$ cat config.mk
export PLATFORM = sky130hd
export DESIGN_NAME = decoder_seq_nx2n
export DESIGN_NICKNAME = d
export VERILOG_FILES = /design/src/rtl/decoder_seq_nx2n.sv
export SDC_FILE = /design/constraint.sdc
export NUM_CORES = 1
export LEC_CHECK = 0
export CORE_MARGIN = 1
export CORE_UTILIZATION = 33
export CTS_BUF_LIST = sky130_fd_sc_hd__clkbuf_4 sky130_fd_sc_hd__clkbuf_8
export CTS_CLUSTER_SIZE = 30
export DETAILED_ROUTE_END_ITERATION = 6
export SYNTH_ARGS = -nofsm -noshare
export SYNTH_HDL_FRONTEND = slang
export SYNTH_SLANG_ARGS = --single-unit
export TNS_END_PERCENT = 1
$ cat constraint.sdc
create_clock -name clk -period 2.1 [get_ports clk]
set_clock_uncertainty 0.05 [all_clocks]
set_input_delay 0.42 -clock clk [delete_from_list [all_inputs] [get_ports clk]]
set_output_delay 0.42 -clock clk [all_outputs]
set_load 0.05 [all_outputs]
$ cat src/rtl/decoder_seq_nx2n.sv
// Registered N-to-2^N one-hot decoder with valid/ready select capture, an
// autonomous scan mode with programmable dwell, and selectable output polarity.
module decoder_seq_nx2n #(
  parameter int N          = 4,
  parameter int ACTIVE_LOW = 1,
  parameter int DWELL_W    = 8
) (
  input  logic               clk,
  input  logic               rst_n,
  input  logic               en,
  input  logic [1:0]         mode,
  input  logic               sel_valid,
  output logic               sel_ready,
  input  logic [N-1:0]       sel,
  input  logic [DWELL_W-1:0] dwell,
  output logic [(1<<N)-1:0]  dout,
  output logic [N-1:0]       idx,
  output logic               busy,
  output logic               wrap,
  output logic [1:0]         dbg_state
);

  // Handshake: a select transfers on a rising edge where sel_valid and
  // sel_ready are both 1; sel_ready is 1 only in DECODE with en=1, and the
  // producer must hold sel stable while sel_valid is high without a transfer.

  localparam int W = 1 << N;
  localparam logic [W-1:0] INACTIVE = (ACTIVE_LOW != 0) ? {W{1'b1}} : {W{1'b0}};
  localparam logic [N-1:0] IDX_MAX  = {N{1'b1}};

  typedef enum logic [1:0] {
    ST_IDLE   = 2'd0,
    ST_DECODE = 2'd1,
    ST_SCAN   = 2'd2
  } state_t;

  state_t             state_q, state_d, mode_state;
  logic [N-1:0]       idx_q, idx_d;
  logic [DWELL_W-1:0] cnt_q, cnt_d;
  logic [W-1:0]       dout_q, dout_d;
  logic               busy_q, busy_d;
  logic               wrap_q, wrap_d;

  function automatic logic [W-1:0] line_on(input logic [N-1:0] i);
    logic [W-1:0] v;
    v = {{(W-1){1'b0}}, 1'b1} << i;
    return (ACTIVE_LOW != 0) ? ~v : v;
  endfunction

  always_comb begin
    case (mode)
      2'b01:   mode_state = ST_DECODE;
      2'b10:   mode_state = ST_SCAN;
      default: mode_state = ST_IDLE;
    endcase
  end

  assign sel_ready = en && (state_q == ST_DECODE);

  always_comb begin
    state_d = state_q;
    idx_d   = idx_q;
    cnt_d   = cnt_q;
    dout_d  = dout_q;
    busy_d  = busy_q;
    wrap_d  = 1'b0;
    if (en) begin
      state_d = mode_state;
      busy_d  = (mode_state == ST_SCAN);
      case (mode_state)
        ST_IDLE: begin
          dout_d = INACTIVE;
        end
        ST_DECODE: begin
          // Entry edges hold dout: blank from IDLE, current line from SCAN.
          if (sel_ready && sel_valid) begin
            idx_d  = sel;
            dout_d = line_on(sel);
          end
        end
        ST_SCAN: begin
          if (state_q != ST_SCAN) begin
            idx_d  = '0;
            cnt_d  = '0;
            dout_d = line_on('0);
          end else if (cnt_q >= dwell) begin
            idx_d  = idx_q + 1'b1;
            cnt_d  = '0;
            dout_d = line_on(idx_q + 1'b1);
            wrap_d = (idx_q == IDX_MAX);
          end else begin
            cnt_d  = cnt_q + 1'b1;
          end
        end
        default: begin
          dout_d = INACTIVE;
        end
      endcase
    end
  end

  always_ff @(posedge clk or negedge rst_n) begin
    if (!rst_n) begin
      state_q <= ST_IDLE;
      idx_q   <= '0;
      cnt_q   <= '0;
      dout_q  <= INACTIVE;
      busy_q  <= 1'b0;
      wrap_q  <= 1'b0;
    end else begin
      state_q <= state_d;
      idx_q   <= idx_d;
      cnt_q   <= cnt_d;
      dout_q  <= dout_d;
      busy_q  <= busy_d;
      wrap_q  <= wrap_d;
    end
  end

  assign dout      = dout_q;
  assign idx       = idx_q;
  assign busy      = busy_q;
  assign wrap      = wrap_q && en;
  assign dbg_state = state_q;

endmodule
Yosys cells after proc, flatten, opt, wreduce, memory -nomap -nowiden. Index checks and enable logic that the tools add are counted.

Bits in registers: 32. Latch bits: 0. Memory bits (writable): 0. Bits in read-only memories: 0. Bits of input ports: 18. Word-level logic and storage cells: 44. Memories: 0.

Add/sub/neg operators: 2. Multipliers: 0. Divide/modulo/power cells: 0. Magnitude comparators: 1. Equal/unequal tests: 9. Shift-type cells: 2. Multiplexer cells: 15. Bitwise gates (word level): 2. Reduce and logical (&&, ||, !) cells: 7.

Operator list (count): $mux 16 (3); $not 16->16 (2); $pmux 16 s2 (1); $shl 1x4->16 const A (2); $mux 8 (2); $mux 4 (3); $add 8x1->8 const B (1); $ge 8x8->1 (1); $pmux 4 s2 (1); $eq 2x1->1 const B (3); $add 4x1->4 const B (1); $eq 2x2->1 const B (2); $eq 4x4->1 const B (1); $mux 1 (4); $ne 2x2->1 const B (2); $pmux 2 s2 (1); $reduce_and 4->1 (1); $logic_and 1x1->1 (3); $ne 3x1->1 const B (1); $reduce_and 3->1 (1); $reduce_and 2->1 (1); $reduce_bool 2->1 (1).

Logic depth before layout (Yosys ltp).
Word-level depth: 6. Mapped depth: 8. Depth with buffers taken out: 7.

Worst setup path after synthesis. No wires, ideal clock.

Path kind: input -> register. Start point: input dwell[0]. End point: register dout_q[15] (netlist: dout[15]). Library setup time: 0.082 ns. Arrival: 2.109 ns. Required time: 1.968 ns. Path slack: -0.141 ns. Cell stages on the path: 7. Path buffers: 1. Cells stage by stage: ha_1 -> nand2b_4 -> a2111oi_4 -> o311ai_2 -> o211ai_4 -> buf_6 -> mux2_2.

Cells in the longest elaborated chain, start to end: 3.

RTL lines: start: declaration (line 15) `input logic [DWELL_W-1:0] dwell,`; $ge 8x8->1 (line 86) `end else if (cnt_q >= dwell) begin`; $ne 3x1->1 (no line); $reduce_and 3->1 (no line); end signal: assignment (line 114) `dout_q <= dout_d;`; end: declaration (line 40) `logic [W-1:0] dout_q, dout_d;`.

Every way passes these cells. A chain may end at the register's enable or synchronous reset.

Worst setup path after layout.
Start point: register cnt_q[0]. End point: register dout_q[6] (netlist: dout[6]).

Cells in the longest elaborated chain, start to end: 3.

RTL lines: start: declaration (line 39) `logic [DWELL_W-1:0] cnt_q, cnt_d;`; start signal: assignment (line 113) `cnt_q <= cnt_d;`; $ge 8x8->1 (line 86); $ne 3x1->1 (no line); $reduce_and 3->1 (no line).

Every way passes these cells.

==> impl_metrics.py <==
metrics = {
    "hold_path": {
        "hold_class": "flip-flop to flip-flop",
        "hp-start": "dout[0]$_DFFE_PN1P_",
        "holdPathEnd": "dout[0]$_DFFE_PN1P_",
        "min_path_cells": 2,
    },
    "sta": {
        "setup_ws_ns": -0.1146,
        "slew_headroom": 0.6538,
        "setup_viol": 19,
        "tightest_slew_ns": 0.5156,
        "maxSlewViolCount": 0,
        "rsz0062_at_grt": "yes",
        "fmax_mhz": 451.6,
        "post-route-period-util": 1.055,
        "final.min_clock_period_ns": 2.215,
        "final_hold_viol_count": 0,
    },
    "logic_synthesis": {
        "synth_ff_type": "dfstp_2",
        "ys_seq_elements": 31,
        "synth_cell_types": 48,
        "synth_fp_nets": 269,
        "synth_enable_flop_cells": 0,
        "synthArstFlopShare": 1.000,
        "ys_seq_area_frac": 0.3573,
        "synthCells": 235,
        "synth_area_um2": 2227,
        "ys.warnings.count": 0,
        "syn_area_per_cell_um2": 9.477,
    },
    "layout": {
        "final_cell_mix": "buf_4 (58), nand2_1 (25), nand3_1 (18)",
        "drive_gt1_frac": 0.4232,
        "layout.cells.non_filler": 396,
        "num_antenna_cells": 0,
        "mostFrequentLayoutCell": "buf_4",
        "syn2layout_area_growth_pct": 48.65,
        "layout.nets": 352,
    },
    "die": {
        "core_area_um2": 6422,
        "die_h_um": 84.15,
        "pin_count": 43,
        "die_x_um": 84.15,
        "dieArea_um2": 7081,
        "start_util": 0.3468,
        "rows": 29,
    },
    "worst_setup_path": {
        "end_kind": "flip-flop",
        "max_stage_delay_ns": 0.39,
        "crit_required_ns": 2.26,
        "path_class": "flip-flop to flip-flop",
        "critPathTopFamily": "compound AO/OA/AOI/OAI gates",
        "rrSetupSlack_ns": -0.11,
        "start_kind": "flip-flop",
        "rr_endpoint": "dout[6]$_DFFE_PN1P_",
        "crit_fanout": 8,
        "rr_startpoint": "cnt_q[0]$_DFFE_PN0P_",
        "path_buf_inv": 3,
        "crit_path_top_delay_cell": "dfrtp_1",
        "cp_common_cell": "buf_12",
        "cp_cell_sequence": "inv_2 > ha_4 > nand2b_4 > a2111oi_4 > o311ai_4 > o211ai_4 > buf_12 > buf_12 > mux2_4",
        "worst_ep_arrival_time_ns": 2.37,
        "r2r_cells": 9,
    },
    "place": {
        "post-place-ws_ns": -0.6314,
        "routabilityCongestion": 0.8611,
        "port_buffers": 42,
        "dp.cells": 382,
        "dp.final_hpwl_um": 4352,
    },
    "route": {
        "vias": 2057,
        "wl_per_cell_um": 14.98,
        "drcViolationCount": 2,
        "viasPerCell": 5.194,
        "drt-total-wl_um": 5933,
        "drt-initial-drc-count": 123,
        "postRouteAntennaNets": 0,
        "first_pass_iters": 6,
    },
    "pwr": {
        "ir_worst_vdd_uv": 570.4,
        "p_leak_nw": 1.496,
        "power.density_nw_per_um2": 727.2,
        "p_total_mw": 2.407,
    },
    "grt": {
        "grt_use_met2": 0.2727,
        "grtUsageMet1": 0.2565,
        "grt_max_degree": 32,
        "grt_use_total": 0.1781,
        "grt_pass1_wl_um": 10080,
        "overflow": 0,
        "use_met3": 0.02852,
        "grt_pass1_vias": 2107,
        "grt-busiest-layer": "met2",
        "antenna_found_initial": 0,
    },
    "clock_network": {
        "root_buffer": "clkbuf_8",
        "cts_buffers": 5,
        "cts.sinks": 31,
        "cts_tree": "done",
        "cts_htree_levels": 2,
        "clockBufferDepth": 2,
        "clk_pin_slew_ns": 0.06,
        "cts_hold_buf": 0,
        "clk_latency_ns": 0.28,
    },
    "outcome": {
        "failed_checks": "design-rule violations, negative setup slack",
        "status": "complete, but fails checks",
    },
    "job": {
        "max_cap_violations": 0,
    },
}
[synth_stat cells (3+ instances only)]
master	number	area, um2
and2_1	3	18.77
o21ai_0	7	35.03
clkbuf_1	8	30.03
mux2_2	14	157.7
ha_1	16	200.2
nand4_1	3	18.77
nor2_1	10	37.54
dfstp_2	16	420.4
nand3_1	18	90.09
a21oi_1	7	35.03
nor2b_1	6	37.54
inv_1	20	75.07
xnor2_1	3	26.28
dfrtp_1	15	375.4
nand2b_1	6	37.54
a31oi_1	3	18.77
or3_1	4	25.02
nand2_1	25	93.84
o31ai_1	3	22.52
a221o_1	11	110.1
[cell type report]
class	instances	area, um2
inverter	20	75.07
timing repair buffer	88	790.8
multi-input combinational	172	1460
fill	607	3112
sequential	31	799.5
clock buffer	7	83.83
clock inverter	1	5.005
tap	77	96.34
[worst register-to-register path: cells and delay by family (launching register included)]
kind,cells,cell delay [ns]
flops,1,0.39
compound gates,3,0.73
mux,1,0.30
fa+ha+maj,1,0.19
buf+inv,3,0.34
simple gates,1,0.14
[flip-flops by register name, summed over array words and instances (netlist names)]
register	cells
dbg_state	2
dout	16
cnt_q	8
wrap_q	1
idx	4
[layer usage]
layer	vias up	wire length, um
li1	1009	-
met1	990	2924
met3	9	271
met4	0	98
met2	49	2638
met5	-	0
[power by group]
| group | switching, mW | leakage, nW | internal (mW) | total, mW |
|---|---|---|---|---|
| clock | 0.222 | 0.0491 | 0.258 | 0.480 |
| combinational | 0.661 | 1.08 | 0.465 | 1.13 |
| sequential | 0.0672 | 0.365 | 0.734 | 0.801 |
| total | 0.950 | 1.50 | 1.46 | 2.41 |
[repair_timing]
action,4_1_cts,5_1_grt
setup endpoints to repair,29,29
pin swaps,15,7
setup buffers,6,0
resized for setup,28,13
hold endpoints to repair,0,0
[how the worst max path moves through the flow]
stage	end	slack [ns]	cells after the start	startpoint
2_1_floorplan	dout[10]$_DFFE_PN1P_	-0.04	8	cnt_q[0]$_DFFE_PN0P_
3_3_place_gp	dout[3]$_DFFE_PN1P_	-0.58	8	dwell[0]
3_5_place_dp	dout[3]$_DFFE_PN1P_	-0.63	8	dwell[0]
4_1_cts	dout[6]$_DFFE_PN1P_	-0.21	9	cnt_q[0]$_DFFE_PN0P_
5_1_grt	dout[6]$_DFFE_PN1P_	-0.21	9	cnt_q[0]$_DFFE_PN0P_
6_report	dout[6]$_DFFE_PN1P_	-0.11	9	cnt_q[0]$_DFFE_PN0P_
[through the flow]
stage	utilization	hold slack, ns	setup TNS [ns]	cell area, um2
5_1_grt	0.5155	0.4367	-4.160	3311
3_3_place_gp	0.4742	0.4085	-14.79	3045
3_5_place_dp	0.4742	0.4125	-16.15	3045
2_1_floorplan	-	0.07441	-0.3733	2290
4_1_cts	0.5071	0.4176	-4.211	3257
6_report	0.5155	0.4109	-1.750	3311
[logic make-up (layout without fill, tap and decap cells)]
group                    count (synthesis)  count (layout)  share of synthesized area
buffers and inverters                   32             116                    0.06123
adder cells (fa/ha/maj)                 16              16                    0.08989
flip-flops                              31              31                     0.3573
multiplexers                            19              19                    0.09663
AO/OA/AOI/OAI                           49              49                     0.1865
AND/OR/NAND/NOR                         83              83                     0.1888
XOR/XNOR                                 5               5                    0.01967
Note: power is estimated with default switching activity, not from simulation.
